`src/rtl/fetch_stage_pkg.sv`:
```
// Shared definitions for the instruction-fetch stage: NOP encoding,
// default reset PC and the next-PC source selection.
package fetch_stage_pkg;

    // All-zero word decodes as a NOP; it is what a squashed IF/ID slot holds.
    localparam logic [31:0] NOP_INSTR        = 32'h0000_0000;
    localparam logic [31:0] DEFAULT_RESET_PC = 32'h0000_0000;

    // Source of the next program counter, in priority order.
    typedef enum logic [1:0] {
        PC_HOLD     = 2'd0,
        PC_INCR     = 2'd1,
        PC_REDIRECT = 2'd2
    } pc_sel_e;

    // A resolved branch/jump outranks the hazard unit's hold request.
    function automatic pc_sel_e select_pc(input logic redirect, input logic pc_write);
        if (redirect) begin
            return PC_REDIRECT;
        end else if (pc_write) begin
            return PC_INCR;
        end
        return PC_HOLD;
    endfunction

endpackage

```
`src/rtl/fetch_stage_if.sv`:
```
// Bundle of hazard-unit controls, redirect bus, instruction-memory port and
// IF/ID outputs seen by the fetch stage.
interface fetch_stage_if #(
    parameter int PC_WIDTH       = 32,
    parameter int IMEM_ADDR_BITS = 8
);
    logic                      pc_write;
    logic                      if_id_write;
    logic                      if_id_flush;
    logic                      redirect;
    logic [PC_WIDTH-1:0]       redirect_target;
    logic [IMEM_ADDR_BITS-1:0] imem_addr;
    logic [31:0]               imem_rdata;
    logic [PC_WIDTH-1:0]       pc;
    logic [31:0]               if_id_instr;
    logic [PC_WIDTH-1:0]       if_id_pc4;
    logic                      if_id_valid;
    logic [31:0]               fetch_count;

    // Fetch stage side.
    modport slave (
        input  pc_write, if_id_write, if_id_flush, redirect, redirect_target, imem_rdata,
        output imem_addr, pc, if_id_instr, if_id_pc4, if_id_valid, fetch_count
    );

    // Pipeline / memory side driving the fetch stage.
    modport master (
        output pc_write, if_id_write, if_id_flush, redirect, redirect_target, imem_rdata,
        input  imem_addr, pc, if_id_instr, if_id_pc4, if_id_valid, fetch_count
    );
endinterface

```
`src/rtl/fetch_stage_if_id_reg.sv`:
```
// IF/ID pipeline register: instruction, PC+4 and valid bit, with write
// enable and a flush that inserts a bubble.
module fetch_stage_if_id_reg
    import fetch_stage_pkg::*;
#(
    parameter int PC_WIDTH = 32
) (
    input  logic                clk,
    input  logic                rst,
    input  logic                write_en,
    input  logic                flush,
    input  logic [31:0]         instr_in,
    input  logic [PC_WIDTH-1:0] pc4_in,
    output logic [31:0]         instr,
    output logic [PC_WIDTH-1:0] pc4,
    output logic                valid
);

    // Flush beats write enable; a flushed slot keeps its old pc4.
    always_ff @(posedge clk or posedge rst) begin
        // NOTE: state registers use non-blocking assignments so every flop
        // samples the pre-edge value regardless of statement order.
        if (rst) begin
            instr <= NOP_INSTR;
            pc4   <= '0;
            valid <= 1'b0;
        end else if (flush) begin
            instr <= NOP_INSTR;
            valid <= 1'b0;
        end else if (write_en) begin
            instr <= instr_in;
            pc4   <= pc4_in;
            valid <= 1'b1;
        end
    end

endmodule

```
`src/rtl/fetch_stage.sv`:
```
// Instruction-fetch stage: program counter, next-PC selection, instruction
// memory addressing, IF/ID register and a count of fetched instructions.
module fetch_stage
    import fetch_stage_pkg::*;
#(
    parameter int                  PC_WIDTH       = 32,
    parameter logic [PC_WIDTH-1:0] RESET_PC       = PC_WIDTH'(DEFAULT_RESET_PC),
    parameter int                  IMEM_ADDR_BITS = 8
) (
    input  logic          clk,
    input  logic          rst,
    fetch_stage_if.slave  bus
);

    logic [PC_WIDTH-1:0] pc_q;
    logic [PC_WIDTH-1:0] pc_plus4;
    logic [PC_WIDTH-1:0] target_aligned;
    logic [PC_WIDTH-1:0] pc_next;
    logic [31:0]         fetch_count_q;
    pc_sel_e             pc_sel;
    logic                squash;
    logic                load_valid;

    // Wraps naturally at 2^PC_WIDTH.
    assign pc_plus4       = pc_q + PC_WIDTH'(4);
    // Misaligned targets are silently forced onto a word boundary.
    assign target_aligned = bus.redirect_target & ~PC_WIDTH'(3);
    assign pc_sel         = select_pc(bus.redirect, bus.pc_write);

    // A taken redirect kills whatever is being fetched this cycle.
    assign squash     = bus.redirect | bus.if_id_flush;
    assign load_valid = ~squash & bus.if_id_write;

    // Next-PC multiplexer.
    always_comb begin
        // NOTE: default assignment first keeps this block free of latches
        // even if a select value is left out of the case.
        pc_next = pc_q;
        unique case (pc_sel)
            PC_REDIRECT: pc_next = target_aligned;
            PC_INCR:     pc_next = pc_plus4;
            PC_HOLD:     pc_next = pc_q;
            default:     pc_next = pc_q;
        endcase
    end

    // Program counter register.
    always_ff @(posedge clk or posedge rst) begin
        if (rst) begin
            pc_q <= RESET_PC;
        end else begin
            pc_q <= pc_next;
        end
    end

    // Count real instructions entering IF/ID; wraps at 2^32.
    always_ff @(posedge clk or posedge rst) begin
        if (rst) begin
            fetch_count_q <= '0;
        end else if (load_valid) begin
            fetch_count_q <= fetch_count_q + 32'd1;
        end
    end

    fetch_stage_if_id_reg #(
        .PC_WIDTH (PC_WIDTH)
    ) u_if_id_reg (
        .clk      (clk),
        .rst      (rst),
        .write_en (bus.if_id_write),
        .flush    (squash),
        .instr_in (bus.imem_rdata),
        .pc4_in   (pc_plus4),
        .instr    (bus.if_id_instr),
        .pc4      (bus.if_id_pc4),
        .valid    (bus.if_id_valid)
    );

    assign bus.imem_addr   = pc_q[IMEM_ADDR_BITS+1:2];
    assign bus.pc          = pc_q;
    assign bus.fetch_count = fetch_count_q;

endmodule

```
`src/flat_wrapper.sv`:
```
// flat-port wrapper written by rule: the top's interface ports become plain ports
module fetch_stage_flat import fetch_stage_pkg::*;
#(
    parameter int                  PC_WIDTH       = 32,
    parameter logic [PC_WIDTH-1:0] RESET_PC       = PC_WIDTH'(DEFAULT_RESET_PC),
    parameter int                  IMEM_ADDR_BITS = 8
)
  (clk, rst, bus_pc_write, bus_if_id_write, bus_if_id_flush, bus_redirect, bus_redirect_target, bus_imem_rdata, bus_imem_addr, bus_pc, bus_if_id_instr, bus_if_id_pc4, bus_if_id_valid, bus_fetch_count);
  fetch_stage_if #(.PC_WIDTH(PC_WIDTH), .IMEM_ADDR_BITS(IMEM_ADDR_BITS)) bus_i ();
  input  logic clk;
  input  logic rst;
  input wire logic [$bits(bus_i.pc_write)-1:0] bus_pc_write;
  input wire logic [$bits(bus_i.if_id_write)-1:0] bus_if_id_write;
  input wire logic [$bits(bus_i.if_id_flush)-1:0] bus_if_id_flush;
  input wire logic [$bits(bus_i.redirect)-1:0] bus_redirect;
  input wire logic [$bits(bus_i.redirect_target)-1:0] bus_redirect_target;
  input wire logic [$bits(bus_i.imem_rdata)-1:0] bus_imem_rdata;
  output wire logic [$bits(bus_i.imem_addr)-1:0] bus_imem_addr;
  output wire logic [$bits(bus_i.pc)-1:0] bus_pc;
  output wire logic [$bits(bus_i.if_id_instr)-1:0] bus_if_id_instr;
  output wire logic [$bits(bus_i.if_id_pc4)-1:0] bus_if_id_pc4;
  output wire logic [$bits(bus_i.if_id_valid)-1:0] bus_if_id_valid;
  output wire logic [$bits(bus_i.fetch_count)-1:0] bus_fetch_count;
  assign bus_i.pc_write = bus_pc_write;
  assign bus_i.if_id_write = bus_if_id_write;
  assign bus_i.if_id_flush = bus_if_id_flush;
  assign bus_i.redirect = bus_redirect;
  assign bus_i.redirect_target = bus_redirect_target;
  assign bus_i.imem_rdata = bus_imem_rdata;
  assign bus_imem_addr = bus_i.imem_addr;
  assign bus_pc = bus_i.pc;
  assign bus_if_id_instr = bus_i.if_id_instr;
  assign bus_if_id_pc4 = bus_i.if_id_pc4;
  assign bus_if_id_valid = bus_i.if_id_valid;
  assign bus_fetch_count = bus_i.fetch_count;
  fetch_stage #(.PC_WIDTH(PC_WIDTH), .RESET_PC(RESET_PC), .IMEM_ADDR_BITS(IMEM_ADDR_BITS)) u_core (.clk(clk), .rst(rst), .bus(bus_i));
endmodule
```
`config.mk`:
```
export PLATFORM = sky130hd
export DESIGN_NAME = fetch_stage_flat
export DESIGN_NICKNAME = d
export VERILOG_FILES = /design/src/rtl/fetch_stage_pkg.sv /design/src/rtl/fetch_stage_if.sv /design/src/rtl/fetch_stage_if_id_reg.sv /design/src/rtl/fetch_stage.sv /design/src/flat_wrapper.sv
export SDC_FILE = /design/constraint.sdc
export NUM_CORES = 1
export LEC_CHECK = 0
export CORE_AREA = 2 2 144 146
export CTS_CLUSTER_SIZE = 12
export DETAILED_ROUTE_END_ITERATION = 8
export DIE_AREA = 0 0 146 148
export MAX_ROUTING_LAYER = met4
export PLACE_DENSITY = 0.67
export RECOVER_POWER = 100
export SYNTH_ARGS = -nofsm -noshare
export SYNTH_HDL_FRONTEND = slang
export SYNTH_SLANG_ARGS = --single-unit
```
`constraint.sdc`:
```
create_clock -name clk -period 4 [get_ports clk]
set_input_delay 1 -clock clk [delete_from_list [all_inputs] [get_ports clk]]
set_output_delay 1 -clock clk [all_outputs]
set_load 0.1 [all_outputs]
```
==> results.toml, run 1 <==
[yosys]
ys_seq_area_share_pct = 52.47
synth_warnings = 0
synthTopCellsByArea = "dfrtp_1, xnor2_1, xor2_1"
muxShareOfSynthArea_pct = 0.9234
synth.largest_area_cell = "dfrtp_1"
syn_area_per_cell_um2 = 10.51
synth_most_common_cell = "dfrtp_1"
ys_top_cells_by_count = "dfrtp_1, nand2_1, xnor2_1, nor2_1, xor2_1"
synth_cell_types = 43
synthXorXnorAreaFrac_pct = 12.93
synth_top_area_share_pct = 52.47
synth_edf_count = 0
ys_ff_latch = 125
syn_area_um2 = 5962
synthAdderAreaFrac_pct = 0.4197
synth_top_family_by_area = "simple AND/OR/NAND/NOR gates"
synth_compound_area_share_pct = 9.549
synthCells = 567
synthFlopType = "dfrtp_1"
yosys.area_share.simple_pct = 19.20
async_flop_share_pct = 100.0

[clock_tree]
htree_levels = 4
cts.sinks = 125
post_cts_buffers = 0
ctsResizeCount = 0
cts_buffers = 17
cts.path.max_buffers = 2
hold_buffers = 0
root_buffer = "clkbuf_16"

[status]
lastStage = "detailed routing"
status = "stopped before the end"
stop_error = "[ERROR DRT-0255] Maze Route cannot find path of net clk in worker of routeBox ( 96600 0 ) ( 146000 48300 )."

[global_route]
grt_pass1_wl_um = 26380
grt_pass1_vias = 4656
grt_remaining_overflow = 0
grt_usage_pct = 15.90
antenna_found_initial = 0
grt_start_max_net_pins = 126

[placement]
globalplace.congestion = 0.7879
dp_hpwl_um = 11570
port_buffers = 200

[die]
die_w_um = 146
io_pins = 207
die_y_um = 148
initial_core_util_pct = 29.75
row_count = 52
[per-stage QoR]
step                      utilization (%)  hold WS (ps)  std cells  area, µm²  setup slack (ps)
after CTS                           43.84         472.8       1033       8786             802.1
after global routing                43.14         488.6       1033       8645             652.8
after global placement              40.65         461.1       1001       8145              1018
after floorplan                         -         998.9        570       5977              1435
after detailed placement            40.65         461.5       1001       8145             958.6
[per-layer routing]
layer / global-route usage, %
met2: 24.79
met3: 3.488
met4: 5.146
met1: 20.72
met5: -
[cell families after synthesis]
kind of cell | Yosys count
compound gates | 89
xor+xnor | 88
fa+ha+maj | 2
buf+inv | 50
flops | 125
mux | 5
other cells | 1
simple gates | 207
==> run 2: changes to the inputs <==
- CORE_AREA: 2 2 144 146 -> 2 2 176 178
- CTS_CLUSTER_SIZE: 12 -> unset
- DIE_AREA: 0 0 146 148 -> 0 0 178 180
- MAX_ROUTING_LAYER: met4 -> unset
- PLACE_DENSITY: 0.67 -> unset
- PLACE_DENSITY_LB_ADDON: unset -> 0.15
- clock period: 4 -> 5.2 ns (I/O delays scaled with it)
==> results.toml, run 2 <==
[status]
status = "complete, but fails checks"
failed_checks = "capacitance limit, slew limit"

[setup_path]
reg2reg_slack_ps = 2610
crit_chain = "dlygate4sd3_1 > nor3b_1 > clkbuf_1 > nor2_1 > a21oi_2"
worstSetupPathType = "input pin to register"
end_kind = "register"
path_buf_inv = 2
crit_slowest_cell = "clkbuf_1"
arrival_ps = 4210
slowest_delay_ps = 1700
start_kind = "input pin"
required_ps = 5520
crit_family = "buffers and inverters"
crit_fanout = 51

[die]
core_um2 = 30190
die_w_um = 178
io_pins = 207
die-area_um2 = 32040
row_count = 64
die_y_um = 180
initial_core_util_pct = 19.75

[detailed_routing]
remaining_drc_errors = 0
wl_met2_um = 8901
wl_per_cell_um = 16.37
drt-initial-drc-count = 147
via_per_inst = 4.119
drtPass1Iterations = 4
wirelength_um = 18920
wl_met1_um = 9011
ant_nets = 0
vias = 4762
met3_length_um = 794
highest-signal-layer = "met4"

[clock_tree]
post_cts_buffers = 0
ctsResizeCount = 0
cts.path.max_buffers = 2
cts.sinks = 125
clk_pin_slew_ps = 60
htree_levels = 4
cts_buffers = 17
cts_tree = "done"
clk_latency_ps = 420
root_buffer = "clkbuf_16"
hold_buffers = 0

[yosys]
synth_edf_count = 0
syn_area_um2 = 5962
syn_area_per_cell_um2 = 10.51
async_flop_share_pct = 100.0
ys_top_cells_by_count = "dfrtp_1, nand2_1, xnor2_1, nor2_1, xor2_1"
ys_ff_latch = 125
synthFlopType = "dfrtp_1"
synthTopCellsByArea = "dfrtp_1, xnor2_1, xor2_1"
ys_seq_area_share_pct = 52.47
synth.largest_area_cell = "dfrtp_1"
synth_most_common_cell = "dfrtp_1"
synthCells = 567
synth_top_area_share_pct = 52.47
synth_cell_types = 43
synth_warnings = 0

[sta]
final-max-slew-violation-count = 98
final-setup-viol-count = 0
relSlewSlack_pct = -56.82
tightest_slew_ps = 2352
hold_viol = 0
finClkSkew_ps = 13.94
rsz0062_at_grt = "no"
fin_crit_ps = 3894
min_period_over_period_pct = 74.89
setup_tns_ps = 0
fmax_ghz = 0.2568
setup_ws_ps = 1306

[placement]
dp_hpwl_um = 13080
port_buffers = 200
globalplace.congestion = 0.6841
place_ws_ps = 1846

[final_layout]
nNetsFinal = 820
final_cell_mix = "dlygate4sd3_1, dfrtp_1, clkdlybuf4s50_1"
regArea_um2 = 3128
multi_input_area_um2 = 2501
layout_commonest_cell = "dlygate4sd3_1"
fillCellCount = 3180
drive_above_1_share_pct = 6.711
num_antenna_cells = 0
area_delta_synth_final_pct = 48.21

[global_route]
grt_usage_pct = 12.10
antenna_found_initial = 0
grt_remaining_overflow = 0
grt_start_max_net_pins = 126
grt_pass1_vias = 4939
grt_pass1_wl_um = 29770

[run]
maxCapViolCount = 2

[power_and_ir_drop]
ir_worst_vdd_mv = 0.2095
leakage_nw = 3.719
powerDensity_nw_per_um2 = 420.8

[worst_hold_path]
holdCritPathClass = "register to register"
## run 2: cell counts after synthesis
No cell type changed its count.
## run 2: cell type report
class | instances | share of cell area, %
clock inverter | 13 | 2.407
clock buffer | 18 | 4.970
inverter | 2 | 0.09912
timing repair buffer | 207 | 23.21
sequential | 125 | 35.40
tap | 396 | 5.607
multi-input combinational | 395 | 28.31
## run 2: cell families after synthesis
family,share of synthesized area (%)
AO/OA/AOI/OAI,9.549
other,0.06290
flip-flops,52.47
multiplexers,0.9234
AND/OR/NAND/NOR,19.20
adder cells (fa/ha/maj),0.4197
XOR/XNOR,12.93
buffers and inverters,4.449
## run 2: worst paths after layout
kind	from	endpoint	depth (start not counted)
min in group asynchronous	rst	u_core.u_if_id_reg.instr[26]$_DFFE_PP0P_	3
worst min-delay path	u_core.bus.fetch_count[31]$_DFFE_PP0P_	u_core.bus.fetch_count[31]$_DFFE_PP0P_	1
worst max-delay path	bus_if_id_flush	u_core.u_if_id_reg.pc4[27]$_DFFE_PP0P_	5
worst max register to register	u_core.bus.pc[2]$_DFFE_PP0P_	u_core.u_if_id_reg.pc4[24]$_DFFE_PP0P_	6
max in group asynchronous	rst	u_core.u_if_id_reg.pc4[15]$_DFFE_PP0P_	3
worst min register to register	u_core.bus.fetch_count[31]$_DFFE_PP0P_	u_core.bus.fetch_count[31]$_DFFE_PP0P_	1
## run 2: where the power goes
group | internal (mW) | switching [mW] | total [mW]
clock | 0.865 | 0.491 | 1.36
combinational | 0.253 | 0.934 | 1.19
sequential | 1.07 | 0.108 | 1.17
total | 2.18 | 1.53 | 3.72
## run 2: per-layer routing
layer	track usage (%)	vias up
met4	3.738	0
met3	2.496	10
met1	16.30	2292
li1	-	2333
met5	0	-
met2	19.35	127
## run 2: per-stage QoR
step                      cells  hold slack, ps  power [mW]  area, µm²  utilization [%]
after global placement     1125           464.5       2.441       8292            27.47
after detailed placement   1125           470.0       2.442       8292            27.47
after global routing       1156           483.1       3.865       8836            29.27
after CTS                  1156           477.8       3.832       8944            29.63
after floorplan             570           998.9       2.105       5973                -
final                      1156           472.7       3.718       8836            29.27
Note: power is estimated with default switching activity, not from simulation.
